## src/rtl/irq_arbiter_if.sv

```systemverilog
// Request/mask/return bundle between the interrupt arbiter and its surroundings.
// The master drives requests, mask writes and handler returns; the slave is the arbiter.
interface irq_arbiter_if #(
  parameter int NUM_SRC = 2,
  parameter int CAUSE_W = 2
);
  logic [NUM_SRC-1:0] irq_src;
  logic               mask_we;
  logic [NUM_SRC-1:0] mask_wdata;
  logic               branch;
  logic               rti;
  logic               rsi;
  logic               irq_take;
  logic [CAUSE_W-1:0] irq_cause;
  logic               in_service;
  logic [NUM_SRC-1:0] pending;
  logic [NUM_SRC-1:0] mask;

  modport master (
    output irq_src, mask_we, mask_wdata, branch, rti, rsi,
    input  irq_take, irq_cause, in_service, pending, mask
  );

  modport slave (
    input  irq_src, mask_we, mask_wdata, branch, rti, rsi,
    output irq_take, irq_cause, in_service, pending, mask
  );
endinterface

```

## src/rtl/irq_arbiter.sv

```systemverilog
// Fixed-priority interrupt arbiter in front of fetch: latches request edges, masks them,
// issues a one-cycle take pulse and blocks further takes until the handler returns.
module irq_arbiter #(
  parameter int NUM_SRC    = 2,
  parameter int CAUSE_W    = 2,
  parameter int GAP_CYCLES = 2
) (
  input logic         clk,
  input logic         rst,
  irq_arbiter_if.slave bus
);
  localparam int GAP_W = (GAP_CYCLES > 1) ? $clog2(GAP_CYCLES + 1) : 1;

  typedef enum logic [1:0] {IDLE, TAKE, SERVICE, GAP} state_t;

  state_t             state, state_next;
  logic [NUM_SRC-1:0] prev;
  logic [NUM_SRC-1:0] pending, pending_next;
  logic [NUM_SRC-1:0] mask;
  logic [NUM_SRC-1:0] events;
  logic [NUM_SRC-1:0] eligible;
  logic [NUM_SRC-1:0] clr;
  logic [CAUSE_W-1:0] cause;
  logic [CAUSE_W-1:0] winner;
  logic               load_cause;
  logic [GAP_W-1:0]   gap_cnt, gap_next;

  assign events   = bus.irq_src & ~prev;
  assign eligible = pending & mask;
  // Set wins over clear so an event arriving during its own take is not lost.
  assign pending_next = (pending & ~clr) | events;

  always_comb begin
    winner = '0;
    for (int i = NUM_SRC - 1; i >= 0; i--) begin
      if (eligible[i]) begin
        winner = CAUSE_W'(i);
      end
    end
  end

  always_ff @(posedge clk) begin
    if (rst) begin
      state <= IDLE;
    end else begin
      state <= state_next;
    end
  end

  always_comb begin
    state_next = state;
    gap_next   = gap_cnt;
    load_cause = 1'b0;
    clr        = '0;
    case (state)
      IDLE: begin
        if ((eligible != '0) && !bus.branch) begin
          state_next = TAKE;
          load_cause = 1'b1;
        end
      end
      TAKE: begin
        clr        = NUM_SRC'(1) << cause;
        state_next = SERVICE;
      end
      SERVICE: begin
        if (bus.rti || bus.rsi) begin
          if (GAP_CYCLES == 0) begin
            state_next = IDLE;
          end else begin
            state_next = GAP;
            gap_next   = GAP_W'(GAP_CYCLES);
          end
        end
      end
      GAP: begin
        // The counter value is the number of GAP cycles still to spend, this one included.
        gap_next = gap_cnt - GAP_W'(1);
        if (gap_cnt <= GAP_W'(1)) begin
          state_next = IDLE;
        end
      end
      default: state_next = IDLE;
    endcase
  end

  always_ff @(posedge clk) begin
    if (rst) begin
      prev    <= bus.irq_src;
      pending <= '0;
      mask    <= '1;
      cause   <= '0;
      gap_cnt <= '0;
    end else begin
      prev    <= bus.irq_src;
      pending <= pending_next;
      gap_cnt <= gap_next;
      if (bus.mask_we) begin
        mask <= bus.mask_wdata;
      end
      if (load_cause) begin
        cause <= winner;
      end
    end
  end

  assign bus.irq_take   = (state == TAKE);
  assign bus.in_service = (state == SERVICE);
  assign bus.irq_cause  = cause;
  assign bus.pending    = pending;
  assign bus.mask       = mask;
endmodule

```

## src/flat_wrapper.sv

```systemverilog
// flat-port wrapper written by rule: the top's interface ports become plain ports
module irq_arbiter_flat 
#(
  parameter int NUM_SRC    = 2,
  parameter int CAUSE_W    = 2,
  parameter int GAP_CYCLES = 2
)
  (clk, rst, bus_irq_src, bus_mask_we, bus_mask_wdata, bus_branch, bus_rti, bus_rsi, bus_irq_take, bus_irq_cause, bus_in_service, bus_pending, bus_mask);
  irq_arbiter_if #(.NUM_SRC(NUM_SRC), .CAUSE_W(CAUSE_W)) bus_i ();
  input logic clk;
  input logic rst;
  input wire logic [$bits(bus_i.irq_src)-1:0] bus_irq_src;
  input wire logic [$bits(bus_i.mask_we)-1:0] bus_mask_we;
  input wire logic [$bits(bus_i.mask_wdata)-1:0] bus_mask_wdata;
  input wire logic [$bits(bus_i.branch)-1:0] bus_branch;
  input wire logic [$bits(bus_i.rti)-1:0] bus_rti;
  input wire logic [$bits(bus_i.rsi)-1:0] bus_rsi;
  output wire logic [$bits(bus_i.irq_take)-1:0] bus_irq_take;
  output wire logic [$bits(bus_i.irq_cause)-1:0] bus_irq_cause;
  output wire logic [$bits(bus_i.in_service)-1:0] bus_in_service;
  output wire logic [$bits(bus_i.pending)-1:0] bus_pending;
  output wire logic [$bits(bus_i.mask)-1:0] bus_mask;
  assign bus_i.irq_src = bus_irq_src;
  assign bus_i.mask_we = bus_mask_we;
  assign bus_i.mask_wdata = bus_mask_wdata;
  assign bus_i.branch = bus_branch;
  assign bus_i.rti = bus_rti;
  assign bus_i.rsi = bus_rsi;
  assign bus_irq_take = bus_i.irq_take;
  assign bus_irq_cause = bus_i.irq_cause;
  assign bus_in_service = bus_i.in_service;
  assign bus_pending = bus_i.pending;
  assign bus_mask = bus_i.mask;
  irq_arbiter #(.NUM_SRC(NUM_SRC), .CAUSE_W(CAUSE_W), .GAP_CYCLES(GAP_CYCLES)) u_core (.clk(clk), .rst(rst), .bus(bus_i));
endmodule
```

## config.mk

```make
export PLATFORM = sky130hd
export DESIGN_NAME = irq_arbiter_flat
export DESIGN_NICKNAME = d
export VERILOG_FILES = /design/src/rtl/irq_arbiter_if.sv /design/src/rtl/irq_arbiter.sv /design/src/flat_wrapper.sv
export SDC_FILE = /design/constraint.sdc
export NUM_CORES = 1
export LEC_CHECK = 0
export BUFFER_PORTS_ARGS = -buffer_cell sky130_fd_sc_hd__buf_2
export CAP_MARGIN = 10
export CORE_MARGIN = 4
export CORE_UTILIZATION = 42
export CTS_CLUSTER_DIAMETER = 200
export CTS_CLUSTER_SIZE = 28
export DETAILED_ROUTE_END_ITERATION = 8
export PLACE_DENSITY = 0.71
export SYNTH_ARGS = -nofsm -noshare
export SYNTH_HDL_FRONTEND = slang
export SYNTH_SLANG_ARGS = --single-unit
```

## constraint.sdc

```tcl
create_clock -name clk -period 1.5 [get_ports clk]
set_input_delay 0.3 -clock clk [delete_from_list [all_inputs] [get_ports clk]]
set_output_delay 0.3 -clock clk [all_outputs]
set_load 0.02 [all_outputs]
```

==> results of run 1 <==
[cell usage after synthesis]
cell type and n:
a211o_1 2, a211oi_2 2, a21oi_1 3, a22oi_1 1, a311oi_1 1, a31oi_1 2
and3_4 1, buf_4 1, clkbuf_1 1, conb_1 1, dfxtp_1 11, ha_1 6
inv_1 4, nand2_1 3, nand2b_1 1, nand3b_1 1, nand4_1 1, nor2_1 3
nor2b_1 5, o21ai_1 2, o21ai_2 1, o31ai_2 1, or2_2 1, or3b_4 1
[repair_timing]
action | in CTS | in global routing
resized for setup | 0 | 3
setup buffers | 0 | 1
endpoints found under the setup margin | 0 | 4
[state kept, by name, indices dropped and copies added (netlist names)]
name / flops
u_core.bus.irq_cause: 1
u_core.gap_cnt: 2
u_core.state: 2
u_core.prev: 2
u_core.bus.pending: 2
u_core.bus.mask: 2
[worst max-delay path, cell delays in order, from the launching register on]
cell	delay (ns)
dfxtp_1	0.35
inv_2	0.06
ha_2	0.19
buf_4	0.13
buf_2	0.15
[kinds of logic (layout without fill, tap and decap cells)]
family          Yosys count  in the layout  share of synthesized area
other cells               1              1                   0.006874
flops                    11             11                     0.4037
fa+ha+maj                 6              6                     0.1376
buf+inv                   6             26                    0.04816
compound gates           15             15                     0.2156
simple gates             17             17                     0.1881
[worst min path at each step]
stage	from	endpoint	cells after the start
finish	bus_irq_src[1]	u_core.prev[1]	1
global route	bus_irq_src[1]	u_core.prev[1]	1
CTS	bus_irq_src[1]	u_core.prev[1]	1
detailed placement	bus_irq_src[1]	u_core.prev[1]	1
global placement	bus_irq_src[1]	u_core.prev[1]	1
floorplan	bus_irq_src[0]	u_core.prev[0]	0
[power by group through the flow]
| stage | clock, mW | combinational [mW] | sequential [mW] |
|---|---|---|---|
| floorplan | 0 | 0.317 | 0.393 |
| global placement | 0 | 0.425 | 0.380 |
| detailed placement | 0 | 0.436 | 0.383 |
| CTS | 0.214 | 0.440 | 0.377 |
| global route | 0.227 | 0.507 | 0.388 |
| finish | 0.209 | 0.456 | 0.381 |
[metrics by stage]
step	util	instance area (um2)	TNS, ns
2_1_floorplan	-	548.0	0
3_3_place_gp	0.5481	641.9	0
3_5_place_dp	0.5481	641.9	0
4_1_cts	0.5716	669.4	0
5_1_grt	0.5823	681.9	-0.004827
6_report	0.5823	681.9	0
[metal layers]
metal	GRT usage	vias to the layer above
li1	-	235
met1	0.1585	199
met2	0.2122	16
met3	0.02439	5
met4	0.09036	0
met5	0	-
[area by class of cell]
type / count / area [um2]
Fill cell: 111 / 489.2
Multi-Input combinational cell: 39 / 305.3
Sequential cell: 11 / 221.5
Timing Repair Buffer: 18 / 95.09
Clock buffer: 3 / 22.52
Tap cell: 14 / 17.52
Inverter: 4 / 15.01
Clock inverter: 1 / 5.005
==> results.json, run 1 <==
{
  "status": "finished clean",
  "clockBufferDepth": 2,
  "grt_pass1_vias": 448,
  "setup_viol": 0,
  "vias_per_cell": 5.056,
  "r2r_setup_slack_ns": 0.07,
  "place_ws_ns": 0.05471,
  "crit_fanout": 3,
  "cts_max_level": 1,
  "layout-drive-gt1-share": 0.4342,
  "synth_top_area_share": 0.4037,
  "grt_pass1_wl_um": 1856,
  "synth_cells": 56,
  "synthesis.nets": 72,
  "route.detailed.drc": 0,
  "wl_met1_um": 488,
  "crit_path_start_kind": "register",
  "min_period_ns": 1.464,
  "met2WireLength_um": 482,
  "intPower_mw": 0.6558,
  "areaGrowthSynthToFinish_pct": 25.00,
  "gp_congestion": 0.7432,
  "clkSinkCount": 11,
  "synth_top_cell_by_area": "dfxtp_1",
  "fin_hold_ws_ns": 0.1327,
  "cts_buffers": 3,
  "overflow": 0,
  "final_nets": 93,
  "skew_ns": 0.003819,
  "ios": 18,
  "cts_root_buf": "clkbuf_4",
  "ctsHoldBuffers": 0,
  "clk_pin_slew_ns": 0.07,
  "layout_commonest_cell": "buf_2",
  "final_antenna_net_count": 0,
  "row_count": 12,
  "p_per_area_mw_per_mm2": 1532,
  "drt-total-wl_um": 1091,
  "ys_warn_count": 0,
  "layout_common_cells": "buf_2, dfxtp_1, nor2b_1, ha_1",
  "post-route-period-util": 0.9757,
  "vias": 455,
  "place_inst": 85,
  "vdd.ir_drop.worst_mv": 0.7591,
  "fmax_mhz": 683.3,
  "core_area_mm2": 0.001171,
  "layoutNonFillerInstCount": 90,
  "reg2reg_from": "u_core.state[0]",
  "layout_setup_ws_ns": 0.03643,
  "wl_per_cell_um": 12.12,
  "p_seq_frac": 0.364,
  "ff2ff_path_depth": 5,
  "grt_max_degree": 11,
  "p_leak_nw": 0.2996,
  "hold_viol": 0,
  "drtIter0Drc": 8,
  "hold_class": "in -> reg",
  "crit_path_end_kind": "output pin",
  "start_util": 0.4658,
  "cap_violations": 0,
  "worstSkewPairLatency_ns": 0.28,
  "design.die.area_mm2": 0.001940,
  "p_comb_frac": 0.436,
  "arrival_ns": 1.16,
  "switching_share": 0.3724,
  "endpoint": "bus_in_service",
  "maxSlewViolCount": 0,
  "synth_area_leaders": "dfxtp_1, ha_1, nor2b_1",
  "die_h_um": 44.04,
  "clkPwrFrac": 0.200,
  "crit_type": "reg -> out",
  "drtPass1Iterations": 4,
  "dp_hpwl_um": 871.7,
  "top_layer_used": "met4",
  "antenna_found_initial": 0,
  "r2r_end": "u_core.state[0]",
  "grt.total_usage": 0.1324,
  "synth_cell_types": 24,
  "power_mw": 1.045,
  "synth_area_per_cell_um2": 9.741,
  "met3RoutedLength_um": 82,
  "synth.cell_area_um2": 545.5,
  "p_sw_mw": 0.3892,
  "port_buffers": 16,
  "ys_seq_elements": 11,
  "cp.required_ns": 1.20,
  "antenna-diode-count": 0,
  "cts_tree": "done",
  "crit_start": "u_core.state[0]",
  "die_w_um": 44.04,
  "yosysSeqAreaShare": 0.4037
}
No activity file was read; power rests on OpenSTA's default activity.
==> inputs of run 2 (changes only) <==
--- a/config.mk
+++ b/config.mk
@@ -5,14 +5,15 @@
 export SDC_FILE = /design/constraint.sdc
 export NUM_CORES = 1
 export LEC_CHECK = 0
+export ABC_AREA = 1
 export BUFFER_PORTS_ARGS = -buffer_cell sky130_fd_sc_hd__buf_2
 export CAP_MARGIN = 10
-export CORE_MARGIN = 4
-export CORE_UTILIZATION = 42
+export CORE_AREA = 4 4 41 43
 export CTS_CLUSTER_DIAMETER = 200
 export CTS_CLUSTER_SIZE = 28
 export DETAILED_ROUTE_END_ITERATION = 8
-export PLACE_DENSITY = 0.71
+export DIE_AREA = 0 0 45 47
+export PLACE_DENSITY = 0.69
 export SYNTH_ARGS = -nofsm -noshare
 export SYNTH_HDL_FRONTEND = slang
 export SYNTH_SLANG_ARGS = --single-unit
==> run 2 against run 1 <==
Fmax increased by 3.0%; setup slack improved by 0.043 ns; power increased by 2.5%; clock skew decreased by 0.0019 ns; via count increased by 4.6%; non-clock buffer count decreased by 2; combinational power increased by 2%; utilization decreased by 7.6 points; sequential share of layout area increased by 1.2 points; clock-buffer cell count increased by 1; synthesized cell count increased by 29%; wire length decreased by 7.2%.
==> results.json, run 2 <==
{
  "rsz0062_at_grt": "false",
  "cts_max_level": 1,
  "reg2reg_from": "u_core.state[0]",
  "layout_setup_ws_ns": 0.07951,
  "ys_seq_elements": 11,
  "r2r_end": "u_core.state[0]",
  "ff2ff_path_depth": 8,
  "place_ws_ns": 0.2787,
  "vdd.ir_drop.worst_mv": 0.7906,
  "slowest_delay_ns": 0.38,
  "clk_pin_slew_ns": 0.07,
  "synth_fa_ha_area_frac": 0.1392,
  "synth_xor_area_frac": 0,
  "synth_area_per_cell_um2": 7.490,
  "setup_viol": 0,
  "cts_setup_buffers": 0,
  "crit_type": "reg -> out",
  "vias": 476,
  "cts_root_buf": "clkbuf_4",
  "synth_top_area_share": 0.4084,
  "cap_violations": 0,
  "layout_commonest_cell": "buf_2",
  "cts_tree": "done",
  "drtIter0Drc": 11,
  "crit_path_end_kind": "output pin",
  "grt_pass1_vias": 411,
  "slowest_stage": "dfxtp_1",
  "clockBufferDepth": 2,
  "overflow": 0,
  "worstSkewPairLatency_ns": 0.27,
  "skew_ns": 0.001887,
  "synth_area_leaders": "dfxtp_1, ha_1, inv_1",
  "maxSlewViolCount": 0,
  "die_h_um": 47,
  "synthesis.nets": 88,
  "dp_hpwl_um": 834.4,
  "yosys.area_share.simple": 0.2019,
  "arrival_ns": 1.12,
  "cts_resized": 0,
  "gp_congestion": 0.7749,
  "hold_viol": 0,
  "crit_cells": 3,
  "synth_compound_area_frac": 0.1253,
  "crit_fanout": 4,
  "ctsHoldBuffers": 0,
  "critPathBufInv": 2,
  "post-route-period-util": 0.9470,
  "route.detailed.drc": 0,
  "synth_cell_types": 13,
  "die_w_um": 45,
  "cts_buffers": 3,
  "grt_max_degree": 7,
  "hold_class": "in -> reg",
  "antenna-diode-count": 0,
  "crit_start": "u_core.state[1]",
  "cp.required_ns": 1.20,
  "port_buffers": 16,
  "fmax_mhz": 704.0,
  "ios": 18,
  "layout-drive-gt1-share": 0.2418,
  "yosysSeqAreaShare": 0.4084,
  "clkSinkCount": 11,
  "min_period_ns": 1.420,
  "drt-total-wl_um": 1012,
  "muxShareOfSynthArea": 0,
  "synthArstFlopShare": 0,
  "hp-start": "bus_irq_src[0]",
  "drtPass1Iterations": 4,
  "synth_cells": 72,
  "synth_commonest_cells": "inv_1, nand2_1, dfxtp_1, a21oi_1, nand3_1",
  "row_count": 13,
  "endpoint": "bus_irq_take",
  "synth_edf_count": 0,
  "yosysMostFrequentCell": "inv_1",
  "antenna_found_initial": 0,
  "core_area_mm2": 0.001301,
  "p_per_area_mw_per_mm2": 1628,
  "wl_per_cell_um": 9.547,
  "r2r_setup_slack_ns": 0.33,
  "synth_flop_cell": "dfxtp_1",
  "cp_top_family": "flip-flops",
  "layout_common_cells": "buf_2, inv_1, nand2_1",
  "areaGrowthSynthToFinish_pct": 22.04,
  "crit_path_start_kind": "register",
  "worstPathCellList": "inv_1 > ha_1 > buf_2",
  "start_util": 0.4144,
  "ys_warn_count": 0,
  "setup_tns_ns": 0,
  "vias_per_cell": 4.491,
  "synth_top_cell_by_area": "dfxtp_1",
  "grt.total_usage": 0.1096,
  "final_nets": 108,
  "synth_top_family_by_area": "simple AND/OR/NAND/NOR gates",
  "final_antenna_net_count": 0,
  "grt_pass1_wl_um": 1587,
  "synth.cell_area_um2": 539.3,
  "status": "finished clean",
  "p_leak_nw": 0.3514,
  "design.die.area_mm2": 0.002115
}
run 2: kinds of logic after synthesis:
family                     Yosys count
adders and majority gates            6
buffers and inverters               16
DFF                                 11
AOI/OAI and AO/OA                   13
other                                1
and+or+nand+nor                     25
run 2: layer usage:
layer / track usage / up-vias / part of all wire
met2: 0.1638 / 14 / 0.44
met1: 0.1201 / 196 / 0.44
met5: 0 / - / 0
met4: 0.05263 / 0 / 0.014
met3: 0.07280 / 4 / 0.11
li1: - / 262 / -
run 2: how the worst min path moves through the flow:
stage	endpoint	depth (start not counted)
floorplan	u_core.prev[0]	0
global placement	u_core.prev[0]	1
detailed placement	u_core.prev[1]	1
CTS	u_core.prev[1]	1
global route	u_core.prev[0]	1
finish	u_core.prev[0]	1
run 2: final cells by class:
cell class                 instances  area [um2]
fill                             141       643.1
multi-input combinational         45       255.2
sequential                        11       221.5
timing repair buffer              16       80.08
inverter                          15       56.30
clock buffer                       4       26.28
tap                               15       18.77
run 2: stage by stage:
step	instance area, um2	hold slack [ns]	std cells	utilization	power [mW]
2_1_floorplan	539.3	0.3277	72	-	0.7638
3_3_place_gp	630.6	0.4173	102	0.4846	0.8686
3_5_place_dp	630.6	0.4189	102	0.4846	0.8798
4_1_cts	656.9	0.1309	106	0.5048	1.087
5_1_grt	658.1	0.1246	106	0.5058	1.178
6_report	658.1	0.1411	106	0.5058	1.071
run 2: power breakdown:
group          internal (mW)  total (mW)  switching (mW)  leakage, nW
logic                  0.181       0.465           0.284        0.245
clock network          0.103       0.202          0.0986       0.0150
registers              0.357       0.405          0.0475       0.0915
total                  0.641        1.07           0.430        0.351
run 2: worst reg2reg max path, cell delays in order, from the launching register on:
cell	delay [ns]
dfxtp_2	0.35
inv_1	0.07
ha_1	0.23
nand2_1	0.10
nand2_1	0.07
inv_2	0.07
nand3_1	0.08
nand2_1	0.06
nor2_1	0.04
